File: src/rtl/fwd_pkg.sv
// fwd_pkg: shared types, select codes and the forwarding-select helper for the
// forwarding / load-use hazard controller.
package fwd_pkg;

    // Stage records carry register addresses at a fixed width so the record
    // type does not depend on the controller's REG_AW parameter. REG_AW must be
    // no wider than this; narrower addresses are zero-extended on entry.
    localparam int FWD_REC_AW = 8;
    localparam int FWD_REC_W  = FWD_REC_AW + 2;

    // Operand Mux3 select codes; 2'b11 is never driven (Mux3 outputs zero).
    localparam logic [1:0] FWD_SEL_RF  = 2'b00;
    localparam logic [1:0] FWD_SEL_MEM = 2'b01;
    localparam logic [1:0] FWD_SEL_WB  = 2'b10;

    typedef struct packed {
        logic [FWD_REC_AW-1:0] wr_reg;
        logic                  reg_write;
        logic                  mem_read;
    } stage_rec_t;

    // True when the record will write register r; register 0 never counts.
    function automatic logic rec_writes(stage_rec_t rec, logic [FWD_REC_AW-1:0] r);
        return rec.reg_write && (rec.wr_reg == r) && (r != '0);
    endfunction

    // Select for an operand entering EX: the newest producer (EX record,
    // which will sit in MEM next cycle) beats the older one (MEM record).
    function automatic logic [1:0] next_sel(logic uses, logic [FWD_REC_AW-1:0] r,
                                            stage_rec_t ex, stage_rec_t mem);
        logic [1:0] sel;
        sel = FWD_SEL_RF;
        if (uses) begin
            if (rec_writes(ex, r))
                sel = FWD_SEL_MEM;
            else if (rec_writes(mem, r))
                sel = FWD_SEL_WB;
        end
        return sel;
    endfunction

endpackage

File: src/rtl/fwd_stage_reg.sv
// fwd_stage_reg: one pipeline stage record {wr_reg, reg_write, mem_read}.
// rst and clear empty the record; hold keeps it (pipeline freeze).
module fwd_stage_reg
    import fwd_pkg::*;
(
    input  logic       clk,
    input  logic       rst,
    input  logic       hold,
    input  logic       clear,
    input  stage_rec_t d,
    output stage_rec_t q
);

    // Reset beats hold; hold beats a bubble so a frozen stage keeps its record.
    always_ff @(posedge clk) begin
        if (rst)
            q <= '0;
        else if (hold)
            q <= q;
        else if (clear)
            q <= '0;
        else
            q <= d;
    end

endmodule

File: src/rtl/fwd_ctrl.sv
// fwd_ctrl: forwarding-select and load-use stall controller for the 5-stage
// MIPS core. Tracks EX/MEM/WB destination records, produces registered Mux3
// selects for the instruction in EX and a combinational one-cycle load-use
// stall with a bubble into EX.
// Optional feature: define FWD_STALL_CNT_EN to build the load-use stall counter;
// otherwise stall_cnt is tied to zero.
//
// Handshake: there is no valid/ready pair here. stall_id/bubble_ex are a
// same-cycle request to the datapath: while high, PC and IF/ID must hold and
// ID/EX must load a NOP; freeze overrides both and holds the whole pipe.
module fwd_ctrl
    import fwd_pkg::*;
#(
    parameter int REG_AW = 5
) (
    input  logic                   clk,
    input  logic                   rst,
    input  logic                   id_valid,
    input  logic [REG_AW-1:0]      id_rs,
    input  logic [REG_AW-1:0]      id_rt,
    input  logic                   id_uses_rs,
    input  logic                   id_uses_rt,
    input  logic [REG_AW-1:0]      id_wr_reg,
    input  logic                   id_reg_write,
    input  logic                   id_mem_read,
    input  logic                   freeze,
    input  logic                   flush,
    output logic [1:0]             fwd_a_sel,
    output logic [1:0]             fwd_b_sel,
    output logic                   stall_id,
    output logic                   bubble_ex,
    output logic [31:0]            stall_cnt,
    output logic [3*FWD_REC_W-1:0] dbg_stages
);

    logic [FWD_REC_AW-1:0] rs_ext;
    logic [FWD_REC_AW-1:0] rt_ext;
    stage_rec_t            id_rec;
    stage_rec_t            ex_rec;
    stage_rec_t            mem_rec;
    stage_rec_t            wb_rec;
    logic                  rs_hit;
    logic                  rt_hit;
    logic                  load_use;
    logic                  bubble_in;

    // Zero-extend ID addresses into the record width.
    always_comb begin
        rs_ext           = FWD_REC_AW'(id_rs);
        rt_ext           = FWD_REC_AW'(id_rt);
        id_rec           = '0;
        id_rec.wr_reg    = FWD_REC_AW'(id_wr_reg);
        id_rec.reg_write = id_reg_write;
        id_rec.mem_read  = id_mem_read;
    end

    // Load-use detection against the load currently in EX; flush wins over it.
    always_comb begin
        rs_hit    = id_uses_rs && (rs_ext == ex_rec.wr_reg);
        rt_hit    = id_uses_rt && (rt_ext == ex_rec.wr_reg);
        load_use  = id_valid && !flush && ex_rec.mem_read && ex_rec.reg_write &&
                    (ex_rec.wr_reg != '0) && (rs_hit || rt_hit);
        bubble_in = !id_valid || flush || load_use;
        // Freeze and reset both suppress the stall request.
        stall_id  = load_use && !freeze && !rst;
        bubble_ex = stall_id;
    end

    fwd_stage_reg u_ex (
        .clk   (clk),
        .rst   (rst),
        .hold  (freeze),
        .clear (bubble_in),
        .d     (id_rec),
        .q     (ex_rec)
    );

    fwd_stage_reg u_mem (
        .clk   (clk),
        .rst   (rst),
        .hold  (freeze),
        .clear (1'b0),
        .d     (ex_rec),
        .q     (mem_rec)
    );

    fwd_stage_reg u_wb (
        .clk   (clk),
        .rst   (rst),
        .hold  (freeze),
        .clear (1'b0),
        .d     (mem_rec),
        .q     (wb_rec)
    );

    assign dbg_stages = {ex_rec, mem_rec, wb_rec};

    // Selects are computed as the ID instruction advances so they are stable
    // for the whole cycle it spends in EX; a bubble gets register-file selects.
    always_ff @(posedge clk) begin
        if (rst) begin
            fwd_a_sel <= FWD_SEL_RF;
            fwd_b_sel <= FWD_SEL_RF;
        end else if (!freeze) begin
            if (bubble_in) begin
                fwd_a_sel <= FWD_SEL_RF;
                fwd_b_sel <= FWD_SEL_RF;
            end else begin
                fwd_a_sel <= next_sel(id_uses_rs, rs_ext, ex_rec, mem_rec);
                fwd_b_sel <= next_sel(id_uses_rt, rt_ext, ex_rec, mem_rec);
            end
        end
    end

`ifdef FWD_STALL_CNT_EN
    logic [31:0] cnt_q;

    // Count issued stall cycles; stall_id is already low when frozen or in reset.
    always_ff @(posedge clk) begin
        if (rst)
            cnt_q <= '0;
        else if (stall_id)
            cnt_q <= cnt_q + 32'd1;
    end

    assign stall_cnt = cnt_q;
`else
    assign stall_cnt = '0;
`endif

endmodule

File: config.mk
export PLATFORM = sky130hd
export DESIGN_NAME = fwd_ctrl
export DESIGN_NICKNAME = d
export VERILOG_FILES = /design/src/rtl/fwd_pkg.sv /design/src/rtl/fwd_stage_reg.sv /design/src/rtl/fwd_ctrl.sv
export SDC_FILE = /design/constraint.sdc
export NUM_CORES = 1
export LEC_CHECK = 0
export CAP_MARGIN = 20
export CORE_ASPECT_RATIO = 0.5
export CORE_MARGIN = 2
export CORE_UTILIZATION = 30
export DETAILED_ROUTE_END_ITERATION = 12
export HOLD_SLACK_MARGIN = 0.06
export PLACE_DENSITY = 0.63
export SETUP_SLACK_MARGIN = 0.05
export SYNTH_ARGS = -nofsm -noshare
export SYNTH_HDL_FRONTEND = slang
export SYNTH_HIERARCHICAL = 1
export SYNTH_SLANG_ARGS = --single-unit
File: constraint.sdc
create_clock -name clk -period 5.8 [get_ports clk]
set_clock_uncertainty 0.05 [all_clocks]
set_input_delay 0.58 -clock clk [delete_from_list [all_inputs] [get_ports clk]]
set_output_delay 0.58 -clock clk [all_outputs]
set_load 0.01 [all_outputs]
Word level (Yosys, flattened, before mapping)
Cells that the tools add are included.
{ "word_totals": {"ff_bits": 34, "elab_cells": 53, "inputBits": 24} }
{ "op_classes": {"n_reduce_logical": 27, "n_eq_ne": 6, "n_mux": 9} }
{ "op_table": {"columns": ["operator", "count"], "rows": [
  ["equality test 8 x 5 -> 1 bit", 4],
  ["nonzero test 8 bit", 3],
  ["logical AND 1 bit", 17],
  ["equality test 5 x 8 -> 1 bit", 2],
  ["two-way mux 2 bit", 8],
  ["two-way mux 7 bit", 1],
  ["logical NOT 1 bit", 4],
  ["logical OR 1 bit", 3]
]} }

Longest topological paths before layout
{ "logic_depth": {"word_depth": 8, "mapped_depth": 8} }

Cells and area by module
The synthesis kept the hierarchy.
{ "by_module_without_submodules": {"columns": ["mod", "cells_per_inst", "area_each_um2", "instances", "seq_area_each_um2"], "rows": [
  ["fwd_stage_reg", 45, 459.2, 3, 200.2],
  ["fwd_ctrl", 100, 764.5, 1, 80.1]
]} }

Least setup slack after synthesis
No wires, ideal clock.
{ "synth_path": {"kind": "reg-to-output", "startpoint": "reg u_ex/q[7] (netlist name)", "endpoint": "out stall_id", "path_stages_with_launch": 7, "path_slack_ps": 3415, "arrival_time_ps": 1755, "path_cell_list": "dfxtp_1 -> or4b_4 -> nor2_1 -> o211ai_1 -> a21oi_2 -> nor3b_2 -> buf_4"} }
{ "synth_via": {"elab_chain_len": 6, "elab_cells_between_ends": 10} }
{ "synth_rtl": {"columns": ["element", "line_no", "rtl"], "rows": [
  ["start, declared", "fwd_stage_reg.sv:11", "output stage_rec_t q"],
  ["start signal, assigned", "fwd_stage_reg.sv:19", "q <= q;"],
  ["equality test 5 x 8 -> 1 bit, on equally long branches", "fwd_ctrl.sv:59, fwd_ctrl.sv:60", null],
  ["logical AND 1 bit, on equally long branches", "fwd_ctrl.sv:59, fwd_ctrl.sv:60", null],
  ["logical OR 1 bit", "fwd_ctrl.sv:62", "(ex_rec.wr_reg != '0) && (rs_hit || rt_hit);"],
  ["logical AND 1 bit (*)", "fwd_ctrl.sv:62", null],
  ["logical AND 1 bit (*) (2 in a row)", "fwd_ctrl.sv:65", "stall_id = load_use && !freeze && !rst;"],
  ["end, declared", "fwd_ctrl.sv:30", "output logic stall_id,"]
]} }
Mark *: on every way between the ends. The rest lies on a longest branch, timed or not.

Worst setup path in the final report
{ "layout_path": {"startpoint": "in id_rt[0]", "endpoint": "out stall_id"} }
{ "layout_via": {"elab_chain_len": 6} }
{ "layout_rtl": {"columns": ["element", "line_no", "rtl"], "rows": [
  ["start, declared", "fwd_ctrl.sv:20", "input logic [REG_AW-1:0] id_rt,"],
  ["equality test 5 x 8 -> 1 bit", "fwd_ctrl.sv:60", "rt_hit = id_uses_rt && (rt_ext == ex_rec.wr_reg);"],
  ["logical AND 1 bit", "fwd_ctrl.sv:60", null],
  ["logical OR 1 bit", "fwd_ctrl.sv:62", null],
  ["logical AND 1 bit", "fwd_ctrl.sv:62", null],
  ["logical AND 1 bit (2 in a row)", "fwd_ctrl.sv:65", null]
]} }
No other way between the ends.

==> summary.txt <==
Status
  – Status: completed

Power
  – Switching part of the total: 0.240
  – Pwr Density: 205 mW/mm²
  – Gate power share: 0.127
  – Maximum vdd drop: 0.0923 mV
  – Cell internal pwr: about 0.00044 W
  – Clock share of power: 0.457
  – Reg power frac: 0.415
  – Sw Pwr: 0.000139 W
  – P_leak: 0.970 nW

Min path
  – Worst hold path type: register to register

STA
  – Final setup violation count: 0
  – Hold Slack: 0.409 ns
  – Fin crit share: 0.582
  – Max_slew headroom: 0.555
  – Final TNS setup: 0 ns
  – Crit path time final: about 3.4 ns
  – Hold Fails Final Rpt: 0
  – Unrepaired setup endpoints after global routing: no
  – Fmax achieved: 0.296 GHz
  – Pins over their slew limit: 0
  – Worst-Margin Slew: 0.668 ns

Synth
  – #FFs+latches synth: 34
  – Post-synth EDFFs: 0
  – Ys Warns: 6
  – Adder-Cell Fraction of Synth Area: 0
  – Multiplexer share of the synthesized area: 0
  – Synth Area in Compound Gates: 0.195
  – Largest family of logic cells by synthesized area: simple AND/OR/NAND/NOR gates
  – Avg Inst Size Synth: 9.12 µm²
  – Post-Syn Area: 0.00214 mm²
  – Top_reg_cell synth: dfxtp_1
  – Mapped Cells: around 240
  – Post-synth cell types: 29
  – Synth Area in XOR/XNOR: 0.0818
  – Share of flip-flops with an asynchronous set or reset: 0
  – Sequential-to-total area share from yosys stat: 0.318
  – Post-Synth Simple-Gate Area: 0.248

Die
  – Row cnt: 21
  – Initial Util: 0.315
  – Die area: 0.00787 mm²
  – Core Box Area: 0.00681 mm²
  – Ports: 92
  – Width of the chip: 124 µm
  – Die Ht: between 60 and 70 µm

Drt
  – Vias per cell: 4.34
  – 1st-iter DRT viols: 83
  – Number of nets still failing antenna checks after routing: 0
  – Post-route DRC: 0
  – Final wirelength: around 4900 µm
  – Drt pass-1 iters: 4
  – WL per Instance: 12.5 µm
  – Total number of vias: ~1700

Clock tree
  – Num CTS Buffers: 5
  – Postcts setup bufs: 0
  – Root Driver: clkbuf_16
  – CTS tree: built
  – Worst skew pair latency: 0.27 ns
  – H-tree levels: 2
  – Worst-path clk slew: about 0.060 ns
  – Hold-fix buffers, CTS: 0
  – Sink Count: 34
  – Clock tree buffer depth: 2
  – Post_cts resized: 0

Global route
  – First-pass GRT wire length: 7930 µm
  – All-Layer GR Usage: 0.127
  – Initial antenna violation count: 0
  – Number of global-route vias before repair: 1620
  – Largest net degree at the start of global routing: slightly above 60
  – Global route total overflow: 0

Final layout
  – Cell area after layout: 0.00282 mm²
  – Area occupied by multi-input gates: 0.00127 mm²
  – Commonest non-fill, non-tap cells in the layout: 58 x clkdlybuf4s50_1, 39 x conb_1, 36 x nand2_1
  – Commonest non-fill, non-tap cell in the layout: clkdlybuf4s50_1
  – Area added between synthesis and finish: 31.5%
  – Layout cells sized above 1: 0.162
  – Register area: roughly 680 µm²
  – Number of diodes: 0
  – Filler cell count: 648
  – Fin nets: 320

Worst setup path
  – Critical Path RT: 5.17 ns
  – Crit end category: output port
  – Critical path arrival: 2.75 ns
  – Kind of critical path: primary input to output port
  – CP startpoint kind: primary input
  – Max Fanout on Critical Path: 6

Placement
  – GP Congestion: 0.861
  – # port buffers: 59
  – Placed Instance Area: 0.00267 mm²
  – Post-DP HPWL: around 3700 µm

Job
  – Max Cap Viol: 0
[critical path, cell delays in order]
cell	delay, ns
clkdlybuf4s50_1	0.48
xor2_1	0.18
nor3_1	0.27
nand3_1	0.14
a21oi_2	0.29
nor3b_2	0.25
clkdlybuf4s50_1	0.56
[final timing paths]
path / slack [ns] / start / depth (start not counted) / end
setup reg to reg: 3.46 / u_ex/q[7] / 7 / u_ex/q[2]
setup / recovery: 2.42 / id_rt[0] / 7 / stall_id
hold reg to reg: 0.41 / u_wb/q[8] / 2 / u_wb/q[8]
hold / removal: 0.41 / u_wb/q[8] / 2 / u_wb/q[8]
[state kept, by name, indices dropped and copies added (netlist names)]
name	flops
u_wb/q	10
u_ex/q	10
fwd_b_sel	2
u_mem/q	10
fwd_a_sel	2
[per-layer routing]
layer	global-route usage	wire length, µm	vias up
met5	0	0	-
met4	0.0298	15	0
met3	0.0286	249	3
met2	0.212	2300	66
met1	0.166	2290	771
li1	-	-	848
[cells by family after synthesis]
family                 after synthesis
AND/OR/NAND/NOR                     97
XOR/XNOR                            20
AO/OA/AOI/OAI                       38
buffers and inverters               45
flip-flops                          34
other                                1
[per-stage QoR]
stage	power, W	instances	setup slack [ns]	util
5_1_grt	0.000603	389	2.31	0.414
6_report	0.000577	389	2.42	0.414
3_5_place_dp	0.000318	381	2.45	0.392
4_1_cts	0.000582	389	2.45	0.414
3_3_place_gp	0.000317	381	2.55	0.392
2_1_floorplan	0.000307	273	3.41	-
[cells in the mapped netlist, types with 2 or more instances]
cell type / instances / share of area
buf_4: 36 / 0.13
nand2_1: 36 / 0.063
dfxtp_1: 34 / 0.32
nand2b_1: 29 / 0.085
o22ai_2: 27 / 0.16
xor2_1: 14 / 0.057
buf_2: 6 / 0.014
nand3_1: 6 / 0.014
xnor2_1: 6 / 0.025
a21oi_2: 4 / 0.016
o21ai_0: 4 / 0.0093
buf_6: 3 / 0.016
nor2_1: 3 / 0.0053
nor4_1: 3 / 0.0088
or2_1: 3 / 0.0088
or3b_1: 3 / 0.012
or4_1: 3 / 0.011
nor3_1: 2 / 0.0047
nor3_2: 2 / 0.0093
or3_1: 2 / 0.0058
[area by class of cell]
cell class,count,share of cell area
Sequential cell,34,0.242
Multi-Input combinational cell,194,0.451
Timing Repair Buffer,61,0.213
Clock buffer,6,0.0493
Clock inverter,2,0.00444
Tap cell,92,0.0409
[power by group through the flow]
stage / combinational, W / clock, W / sequential [W]
finish: 0.0000735 / 0.000264 / 0.000240
global route: 0.0000815 / 0.000281 / 0.000240
CTS: 0.0000736 / 0.000269 / 0.000240
detailed placement: 0.0000734 / 0 / 0.000245
global placement: 0.0000727 / 0 / 0.000245
floorplan: 0.0000626 / 0 / 0.000245
(Power assumes the default switching activity.)
